--- src/rtl/ex_mem_pipe_if.sv ---
// ex_mem_pipe_if
// Bundles every EX->MEM signal of the ex_mem_pipe stage: the upstream beat
// from EX, the downstream beat to MEM, flush, and the branch redirect to fetch.
//   slave  : used by ex_mem_pipe (consumes in_*, flush, out_ready;
//            drives in_ready, out_*, branch_taken, branch_target)
//   master : used by the surrounding pipeline (the opposite directions)
// Optional macro EX_MEM_PERF_CNT_EN adds the stall_cycles counter output.
interface ex_mem_pipe_if #(
   parameter int DATA_W = 32,
   parameter int RD_W   = 5
);
   logic              in_valid;
   logic              in_ready;
   logic [DATA_W-1:0] in_result;
   logic              in_zero;
   logic [DATA_W-1:0] in_store_data;
   logic [RD_W-1:0]   in_rd;
   logic              in_branch;
   logic [DATA_W-1:0] in_branch_target;
   logic              in_mem_read;
   logic              in_mem_write;
   logic              in_reg_write;
   logic              in_mem_to_reg;
   logic              flush;

   logic              out_valid;
   logic              out_ready;
   logic [DATA_W-1:0] out_result;
   logic [DATA_W-1:0] out_store_data;
   logic [RD_W-1:0]   out_rd;
   logic              out_mem_read;
   logic              out_mem_write;
   logic              out_reg_write;
   logic              out_mem_to_reg;

   logic              branch_taken;
   logic [DATA_W-1:0] branch_target;
`ifdef EX_MEM_PERF_CNT_EN
   logic [31:0]       stall_cycles;
`endif

   modport slave (
      input  in_valid, in_result, in_zero, in_store_data, in_rd, in_branch,
             in_branch_target, in_mem_read, in_mem_write, in_reg_write,
             in_mem_to_reg, flush, out_ready,
      output in_ready, out_valid, out_result, out_store_data, out_rd,
             out_mem_read, out_mem_write, out_reg_write, out_mem_to_reg,
             branch_taken, branch_target
`ifdef EX_MEM_PERF_CNT_EN
      , output stall_cycles
`endif
   );

   modport master (
      output in_valid, in_result, in_zero, in_store_data, in_rd, in_branch,
             in_branch_target, in_mem_read, in_mem_write, in_reg_write,
             in_mem_to_reg, flush, out_ready,
      input  in_ready, out_valid, out_result, out_store_data, out_rd,
             out_mem_read, out_mem_write, out_reg_write, out_mem_to_reg,
             branch_taken, branch_target
`ifdef EX_MEM_PERF_CNT_EN
      , input stall_cycles
`endif
   );
endinterface

--- src/rtl/ex_mem_pipe.sv ---
// ex_mem_pipe
// EX/MEM pipeline register built as a 2-entry skid buffer (main + skid entry).
// The main entry drives the MEM-side outputs. Taken branches (branch & zero)
// are resolved when the beat is accepted and produce a registered one-cycle
// redirect pulse with its target.
// Ports:
//   clk   : rising-edge clock
//   rst_n : asynchronous active-low reset
//   bus   : ex_mem_pipe_if.slave (EX beat in, MEM beat out, flush, redirect)
// Optional macro EX_MEM_PERF_CNT_EN adds a saturating stall_cycles counter
// (out_valid & ~out_ready edges), cleared only by rst_n.
module ex_mem_pipe #(
   parameter int DATA_W = 32,
   parameter int RD_W   = 5
) (
   input logic          clk,
   input logic          rst_n,
   ex_mem_pipe_if.slave bus
);

   typedef enum logic [1:0] {
      EMPTY = 2'd0,
      ONE   = 2'd1,
      TWO   = 2'd2
   } state_t;

   typedef struct packed {
      logic [DATA_W-1:0] result;
      logic [DATA_W-1:0] store_data;
      logic [RD_W-1:0]   rd;
      logic              mem_read;
      logic              mem_write;
      logic              reg_write;
      logic              mem_to_reg;
   } beat_t;

   state_t            state;
   beat_t             main_q;
   beat_t             skid_q;
   beat_t             in_beat;
   logic              accept;
   logic              pop;
   logic              take;
   logic              branch_taken_q;
   logic [DATA_W-1:0] branch_target_q;

   // Handshake and branch resolution; ready and valid come straight from the
   // state register so nothing downstream reaches upstream combinationally.
   assign bus.in_ready  = (state != TWO);
   assign bus.out_valid = (state != EMPTY);
   assign accept        = bus.in_valid & bus.in_ready & ~bus.flush;
   assign pop           = bus.out_valid & bus.out_ready;
   assign take          = accept & bus.in_branch & bus.in_zero;

   assign in_beat = '{
      result:     bus.in_result,
      store_data: bus.in_store_data,
      rd:         bus.in_rd,
      mem_read:   bus.in_mem_read,
      mem_write:  bus.in_mem_write,
      reg_write:  bus.in_reg_write,
      mem_to_reg: bus.in_mem_to_reg
   };

   // Occupancy FSM plus storage. Flush only empties the state; data fields
   // keep their last value since consumers look at out_valid alone.
   always_ff @(posedge clk or negedge rst_n) begin
      if (!rst_n) begin
         state  <= EMPTY;
         main_q <= '0;
         skid_q <= '0;
      end else if (bus.flush) begin
         state <= EMPTY;
      end else begin
         case (state)
            EMPTY: begin
               if (accept) begin
                  main_q <= in_beat;
                  state  <= ONE;
               end
            end
            ONE: begin
               if (accept && pop) begin
                  main_q <= in_beat;
               end else if (accept) begin
                  skid_q <= in_beat;
                  state  <= TWO;
               end else if (pop) begin
                  state <= EMPTY;
               end
            end
            TWO: begin
               if (pop) begin
                  main_q <= skid_q;
                  state  <= ONE;
               end
            end
            default: state <= EMPTY;
         endcase
      end
   end

   // Redirect pulse: one cycle per taken branch accepted, independent of
   // whether MEM is stalling. The target holds between pulses.
   always_ff @(posedge clk or negedge rst_n) begin
      if (!rst_n) begin
         branch_taken_q  <= 1'b0;
         branch_target_q <= '0;
      end else begin
         branch_taken_q <= take;
         if (take) begin
            branch_target_q <= bus.in_branch_target;
         end
      end
   end

   assign bus.out_result     = main_q.result;
   assign bus.out_store_data = main_q.store_data;
   assign bus.out_rd         = main_q.rd;
   assign bus.out_mem_read   = main_q.mem_read;
   assign bus.out_mem_write  = main_q.mem_write;
   assign bus.out_reg_write  = main_q.reg_write;
   assign bus.out_mem_to_reg = main_q.mem_to_reg;
   assign bus.branch_taken   = branch_taken_q;
   assign bus.branch_target  = branch_target_q;

`ifdef EX_MEM_PERF_CNT_EN
   logic [31:0] stall_cnt;

   // Counts edges where MEM holds off a valid beat; sticks at all-ones and
   // survives flush so it reflects the whole run since reset.
   always_ff @(posedge clk or negedge rst_n) begin
      if (!rst_n) begin
         stall_cnt <= '0;
      end else if (bus.out_valid && !bus.out_ready && (stall_cnt != 32'hFFFF_FFFF)) begin
         stall_cnt <= stall_cnt + 32'd1;
      end
   end

   assign bus.stall_cycles = stall_cnt;
`endif

endmodule

--- src/flat_wrapper.sv ---
// flat-port wrapper written by rule: the top's interface ports become plain ports
module ex_mem_pipe_flat 
#(
   parameter int DATA_W = 32,
   parameter int RD_W   = 5
)
  (clk, rst_n, bus_in_valid, bus_in_result, bus_in_zero, bus_in_store_data, bus_in_rd, bus_in_branch, bus_in_branch_target, bus_in_mem_read, bus_in_mem_write, bus_in_reg_write, bus_in_mem_to_reg, bus_flush, bus_out_ready, bus_in_ready, bus_out_valid, bus_out_result, bus_out_store_data, bus_out_rd, bus_out_mem_read, bus_out_mem_write, bus_out_reg_write, bus_out_mem_to_reg, bus_branch_taken, bus_branch_target);
  ex_mem_pipe_if #(.DATA_W(DATA_W), .RD_W(RD_W)) bus_i ();
  input logic clk;
  input logic rst_n;
  input wire logic [$bits(bus_i.in_valid)-1:0] bus_in_valid;
  input wire logic [$bits(bus_i.in_result)-1:0] bus_in_result;
  input wire logic [$bits(bus_i.in_zero)-1:0] bus_in_zero;
  input wire logic [$bits(bus_i.in_store_data)-1:0] bus_in_store_data;
  input wire logic [$bits(bus_i.in_rd)-1:0] bus_in_rd;
  input wire logic [$bits(bus_i.in_branch)-1:0] bus_in_branch;
  input wire logic [$bits(bus_i.in_branch_target)-1:0] bus_in_branch_target;
  input wire logic [$bits(bus_i.in_mem_read)-1:0] bus_in_mem_read;
  input wire logic [$bits(bus_i.in_mem_write)-1:0] bus_in_mem_write;
  input wire logic [$bits(bus_i.in_reg_write)-1:0] bus_in_reg_write;
  input wire logic [$bits(bus_i.in_mem_to_reg)-1:0] bus_in_mem_to_reg;
  input wire logic [$bits(bus_i.flush)-1:0] bus_flush;
  input wire logic [$bits(bus_i.out_ready)-1:0] bus_out_ready;
  output wire logic [$bits(bus_i.in_ready)-1:0] bus_in_ready;
  output wire logic [$bits(bus_i.out_valid)-1:0] bus_out_valid;
  output wire logic [$bits(bus_i.out_result)-1:0] bus_out_result;
  output wire logic [$bits(bus_i.out_store_data)-1:0] bus_out_store_data;
  output wire logic [$bits(bus_i.out_rd)-1:0] bus_out_rd;
  output wire logic [$bits(bus_i.out_mem_read)-1:0] bus_out_mem_read;
  output wire logic [$bits(bus_i.out_mem_write)-1:0] bus_out_mem_write;
  output wire logic [$bits(bus_i.out_reg_write)-1:0] bus_out_reg_write;
  output wire logic [$bits(bus_i.out_mem_to_reg)-1:0] bus_out_mem_to_reg;
  output wire logic [$bits(bus_i.branch_taken)-1:0] bus_branch_taken;
  output wire logic [$bits(bus_i.branch_target)-1:0] bus_branch_target;
  assign bus_i.in_valid = bus_in_valid;
  assign bus_i.in_result = bus_in_result;
  assign bus_i.in_zero = bus_in_zero;
  assign bus_i.in_store_data = bus_in_store_data;
  assign bus_i.in_rd = bus_in_rd;
  assign bus_i.in_branch = bus_in_branch;
  assign bus_i.in_branch_target = bus_in_branch_target;
  assign bus_i.in_mem_read = bus_in_mem_read;
  assign bus_i.in_mem_write = bus_in_mem_write;
  assign bus_i.in_reg_write = bus_in_reg_write;
  assign bus_i.in_mem_to_reg = bus_in_mem_to_reg;
  assign bus_i.flush = bus_flush;
  assign bus_i.out_ready = bus_out_ready;
  assign bus_in_ready = bus_i.in_ready;
  assign bus_out_valid = bus_i.out_valid;
  assign bus_out_result = bus_i.out_result;
  assign bus_out_store_data = bus_i.out_store_data;
  assign bus_out_rd = bus_i.out_rd;
  assign bus_out_mem_read = bus_i.out_mem_read;
  assign bus_out_mem_write = bus_i.out_mem_write;
  assign bus_out_reg_write = bus_i.out_reg_write;
  assign bus_out_mem_to_reg = bus_i.out_mem_to_reg;
  assign bus_branch_taken = bus_i.branch_taken;
  assign bus_branch_target = bus_i.branch_target;
  ex_mem_pipe #(.DATA_W(DATA_W), .RD_W(RD_W)) u_core (.clk(clk), .rst_n(rst_n), .bus(bus_i));
endmodule
--- config.mk ---
export PLATFORM = sky130hd
export DESIGN_NAME = ex_mem_pipe_flat
export DESIGN_NICKNAME = d
export VERILOG_FILES = /design/src/rtl/ex_mem_pipe_if.sv /design/src/rtl/ex_mem_pipe.sv /design/src/flat_wrapper.sv
export SDC_FILE = /design/constraint.sdc
export NUM_CORES = 1
export LEC_CHECK = 0
export BUFFER_PORTS_ARGS = -buffer_cell sky130_fd_sc_hd__buf_4
export CORE_MARGIN = 5
export CORE_UTILIZATION = 52
export DETAILED_ROUTE_END_ITERATION = 10
export MAX_ROUTING_LAYER = met4
export PLACE_DENSITY = 0.76
export SYNTH_ARGS = -nofsm -noshare
export SYNTH_HDL_FRONTEND = slang
export SYNTH_SLANG_ARGS = --single-unit
--- constraint.sdc ---
create_clock -name clk -period 2.2 [get_ports clk]
set_input_delay 0.44 -clock clk [delete_from_list [all_inputs] [get_ports clk]]
set_output_delay 0.44 -clock clk [all_outputs]
set_load 0.02 [all_outputs]
==> results of run 1 <==
what timing repair did:
action	in CTS	in global routing
hold buffers	1	0
gates resized for setup	0	0
hold endpoints to repair	44	0
how the worst min path moves through the flow:
stage,start,endpoint,slack (ns),cells past startpoint
after floorplan,rst_n,u_core.bus.branch_taken$_DFF_PN0_,0.14,0
after global placement,rst_n,u_core.skid_q[13]$_DFFE_PN0P_,0.41,1
after detailed placement,rst_n,u_core.bus.branch_target[14]$_DFFE_PN0P_,0.42,1
after CTS,bus_in_branch_target[3],u_core.bus.branch_target[3]$_DFFE_PN0P_,0.22,2
after global routing,bus_in_branch_target[4],u_core.bus.branch_target[4]$_DFFE_PN0P_,0.24,2
final,bus_in_branch_target[3],u_core.bus.branch_target[3]$_DFFE_PN0P_,0.24,2
metrics by stage:
stage               total power [mW]  hold slack, ns  utilization [%]
floorplan                       5.94           0.144                -
global placement                7.04           0.412             65.9
detailed placement              7.17           0.415             65.9
CTS                             10.2           0.224             70.1
global route                    10.6           0.235             70.1
finish                          10.1           0.243             70.1
cell type report:
type	instances	area (um^2)	share of cell area (%)
clock buffer	19	433	4.25
sequential	181	4530	44.5
tap	184	230	2.26
clock inverter	13	158	1.55
timing repair buffer	234	1850	18.2
multi-input combinational	267	2980	29.3
kinds of logic (layout without fill, tap and decap cells):
logic type                count (synthesis)  count (layout)  synth area share [%]
muxes                                   251             251                  36.8
DFF                                     181             181                  58.7
buffers and inverters                    25             266                  2.84
and+or+nand+nor                          12              12                  1.17
AOI/OAI and AO/OA                         3               3                 0.373
xor gates and xnor gates                  1               1                 0.114
where the power goes:
part / switching (mW) / internal, mW / leakage, nW
registers: 0.434 / 4.14 / 2.18
logic: 1.14 / 1.36 / 2.28
clock network: 1.25 / 1.78 / 0.279
worst register-to-register path, delay by kind of cell (launching register included):
family,cells,cell delay (ns)
buffers and inverters,1,0.27
AND/OR/NAND/NOR,2,0.43
multiplexers,1,0.39
AO/OA/AOI/OAI,1,0.25
flip-flops,1,0.44
per-layer routing:
metal  vias up  track usage (%)
li1       2148                -
met1      2337             25.2
met5         -                -
met4         0             6.86
met2       154             33.7
met3        25             6.30
cell usage in the layout, fill, tap and decap left out, types with 2 or more instances in the layout:
cell	synthesis	final
buf_12	0	7
clkinvlp_4	0	4
nor2b_1	2	2
mux2_4	4	4
clkbuf_16	0	17
mux2_1	9	9
dfrtp_1	181	181
buf_4	1	225
clkinv_2	0	4
bufinv_16	0	3
clkbuf_1	2	2
mux2_2	238	238
==> out/metrics.csv, run 1 <==
metric,value,unit
status,"finished, final reports clean",
DP Wirelength,12.2,mm
Pre-antenna DRT Iters,4,
Largest register FFs,73,
Max Clk Rate,501,MHz
Inserted Diodes,0,
Slew HR,68.9,%
Final Wtd Congestion,0.790,
total number of cells along the worst setup path,3,
Skew-Pair Late Insertion Delay,0.42,ns
most frequent cell after synthesis,mux2_2,
Root Buffer,clkbuf_16,
remaining routing DRC violations,0,
gr ovfl total,0,
IO buf count,219,
asr flop ratio synth,100,%
Placed Area,9580,um^2
CP Launch Point,u_core.state[0]$_DFFE_PN0P_,
die width,132,um
sequential share of the synthesized area,58.7,%
Netlist cell types,23,
H-tree levels,4,
Hold Fails Final Rpt,0,
RR Startpoint,u_core.state[1]$_DFFE_PN0P_,
Die Y,132,um
Post-synth EDFFs,0,
Worst VDD drop,0.482,mV
Total GRT Usage,20.8,%
Nets,813,
ANT nets after route,0,
synthesized area per cell,16.3,um^2
wire per inst,18.8,um
CTS max path bufs,2,
CP max stage delay,0.44,ns
setup TNS,0,ns
CP max FO,53,
met3 WL,1.00,mm
reg-to-reg endpoint,u_core.bus.out_store_data[3]$_DFFE_PN0P_,
clock sink count,181,
full die area,17400,um^2
Post-CTS Setup Bufs,0,
post-synth top area share,58.7,%
Total Wirelength,16.9,mm
# IOs,220,
Critical Path AT,1.55,ns
"Slowest-stage cell, CP",dfrtp_1,
Starting Density,53.1,%
area grow syn2layout,31.9,%
Leakage,4.74,nW
ranking of synthesized cells by area,"dfrtp_1 59%, mux2_2 35%, buf_6 2.2%",
highest routed layer,met4,
Setup crit end,bus_in_ready,
element type at the critical path start,flip-flop,
DRC violation total after the first TritonRoute iteration,160,
vias per inst,5.19,
CTS tree,built,
Post-Layout Inst Area,10200,um^2
Final Cycle Share,90.7,%
max-cap violations,0,
unrepaired setup endpoints after global routing,no,
Slew @ Worst Pin,0.467,ns
DRT met1 WL,7.09,mm
worst min path class,in -> reg,
largest net degree at the start of global routing,55,
most frequent cells after synthesis,"238 x mux2_2, 181 x dfrtp_1, 15 x buf_6, 9 x mux2_1, 7 x buf_2",
"non-filler cells, final",898,
Power Dens Cells,993,nW/um^2
# rows,44,
largest register by flop count,u_core.skid_q,
Syn Inst Count,473,
Worst path top cell family by delay,buffers and inverters,
Worst R2R Path Depth,5,
CP cell instances,nand2b_4 > buf_12 > buf_4,
Fillers,1025,
CTS Buf Count,17,
#FFs+latches synth,181,
core area,14500,um^2
dominant synthesized flop cell,dfrtp_1,
initial antenna violation count,0,
vias in the first global route,5464,
Worst Skew,0.00705,ns
r2r setup slk,0.31,ns
Crit Path Class,reg -> out,
crit path time final,1.99,ns
CP required,1.76,ns
largest area contributor in the netlist,dfrtp_1,
Via Count,4664,
Worst Path Buf+Inv,2,
pre-CTS setup slack,0.317,ns
Slew Limit Fails,0,
synthesized area,7720,um^2
first-pass GRT wire length,28.5,mm
syn_nets,585,
setup ws final,0.206,ns
routed wl met2,8.50,mm
Setup Viol. Count Final,0,
clock transition at the registers of the reported paths,0.06,ns
DP Cell Count,865,
share of layout cells above drive strength 1,71.4,%
Ys Warns,0,
Critical Path End Type,output pin,
Note: power is estimated with default switching activity, not from simulation.
==> run 2: changes to the inputs <==
Settings changed: BUFFER_PORTS_ARGS -buffer_cell sky130_fd_sc_hd__buf_4 to default, CORE_UTILIZATION 52 to 60, DONT_BUFFER_PORTS from default to 1, PLACE_DENSITY 0.76 to 0.72.
==> out/metrics.csv, run 2 (synthesis results as in run 1) <==
metric,value,unit,change
initial antenna violation count,0,,unchanged
Slew @ Worst Pin,0.426,ns,-0.0413 ns
H-tree levels,4,,unchanged
clock sink count,181,,unchanged
Starting Density,61.2,%,+8.1 points
vias in the first global route,4338,,-21%
"commonest non-fill, non-tap cells in the layout","238 x mux2_2, 181 x dfrtp_1, 17 x clkbuf_16",,
die width,123,um,-6.4%
Post-CTS Setup Bufs,0,,unchanged
Worst VDD drop,0.670,mV,+39%
"most common cell after layout, fill and taps aside",mux2_2,,
crit path time final,1.89,ns,-0.100 ns
wire per inst,22.3,um,+18%
largest register by flop count,u_core.skid_q,,
CTS max path bufs,2,,unchanged
# IOs,220,,unchanged
Hold Fails Final Rpt,181,,+181
Inserted Diodes,0,,unchanged
unrepaired setup endpoints after global routing,no,,
core area,12600,um^2,-13%
CTS tree,built,,
failing checks,hold timing,,
Final Power,9.02,mW,-11%
Crit Path Class,reg -> reg,,
ANT nets after route,0,,unchanged
hold slack,-0.290,ns,-0.532 ns
Skew-Pair Late Insertion Delay,0.42,ns,about the same
Worst Skew,0.00532,ns,-0.00172 ns
# rows,41,,-6.8%
Power Dens Cells,1070,nW/um^2,+7.8%
remaining routing DRC violations,0,,unchanged
Setup Viol. Count Final,0,,unchanged
Total Wirelength,14.7,mm,-13%
Post-Layout Inst Area,8430,um^2,-17%
first-pass GRT wire length,23.4,mm,-18%
Max Clk Rate,528,MHz,+5.3%
Slew HR,71.6,%,+2.8 points
Worst R2R Path Depth,5,,unchanged
DRC violation total after the first TritonRoute iteration,164,,+2.5%
Nets,588,,-28%
Final Wtd Congestion,0.786,,-0.42%
post-CTS resize count,0,,unchanged
Root Buffer,clkbuf_16,,
worst min path class,in -> async,,
clock transition at the registers of the reported paths,0.06,ns,about the same
Placed Area,7870,um^2,-18%
DP Wirelength,10.3,mm,-16%
Pre-antenna DRT Iters,4,,unchanged
Critical Path End Type,flip-flop,,
largest net degree at the start of global routing,182,,+230%
area grow syn2layout,9.21,%,
Slew Limit Fails,0,,unchanged
Critical Path AT,2.20,ns,+0.65 ns
CP max FO,23,,-57%
Final Cycle Share,86.1,%,-4.5 points
Leakage,3.63,nW,-23%
Total GRT Usage,20.9,%,+0.033 points
Via Count,3831,,-18%
Largest register FFs,73,,unchanged
share of layout cells above drive strength 1,58.8,%,-13 points
full die area,15200,um^2,-12%
CP required,2.50,ns,+0.74 ns
Die Y,123,um,-6.4%
gr ovfl total,0,,unchanged
element type at the critical path start,flip-flop,,
status,finished with violations,,
CTS Buf Count,17,,unchanged
setup TNS,0,ns,unchanged
max-cap violations,0,,unchanged
IO buf count,0,,-100%
vias per inst,5.80,,+12%
[run 2: cell types whose count changed in the layout (fill, tap and decap cells not counted), sizes merged]
cell	previous run	this run
clkinvlp	4	7
bufinv	3	1
buf	233	9
dlygate4sd3	1	0
clkinv	5	3
[run 2: cell type report]
class	count	area (um^2)
clock buffers	19	453
repair buffers	9	143
clock inverters	12	106
fillers	909	4190
multi-input cells	267	2980
flip-flops and latches	181	4530
well taps	172	215
[run 2: power breakdown]
group | internal (mW) | switching [mW]
logic | 0.712 | 0.292
clock network | 1.61 | 1.24
registers | 4.13 | 1.03
total | 6.45 | 2.57
[run 2: layer usage]
layer  up-vias  part of all wire (%)  global-route usage, %
met2       148                    50                   33.1
met5         -                     0                      -
met1      1970                    35                   22.7
li1       1691                     -                      -
met3        22                    12                   10.4
met4         0                   1.8                   7.68
[run 2: critical path: stages (launching register included)]
cell      delay [ns]
dfrtp_1         0.43
and2b_1         0.30
nand2b_1        0.12
a21oi_4         0.20
buf_4           0.35
mux2_2          0.38
[run 2: metrics by stage]
step	setup WS, ns	hold WS [ns]	util, %	cells
after floorplan	0.463	0.144	-	473
after global placement	0.354	0.149	62.4	629
after detailed placement	0.295	0.149	62.4	629
after CTS	0.267	-0.304	66.8	660
after global routing	0.193	-0.309	66.8	660
final	0.305	-0.290	66.8	660
[run 2: final timing paths]
kind,startpoint,end,slack [ns]
max in group asynchronous,rst_n,u_core.bus.out_store_data[20]$_DFFE_PN0P_,2.29
max reg2reg,u_core.state[1]$_DFFE_PN0P_,u_core.bus.out_store_data[15]$_DFFE_PN0P_,0.31
min,rst_n,u_core.skid_q[19]$_DFFE_PN0P_,-0.29
min in group clk,bus_flush,u_core.state[0]$_DFFE_PN0P_,0.09
max,u_core.state[1]$_DFFE_PN0P_,u_core.bus.out_store_data[15]$_DFFE_PN0P_,0.31
min reg2reg,u_core.skid_q[27]$_DFFE_PN0P_,u_core.skid_q[27]$_DFFE_PN0P_,0.50
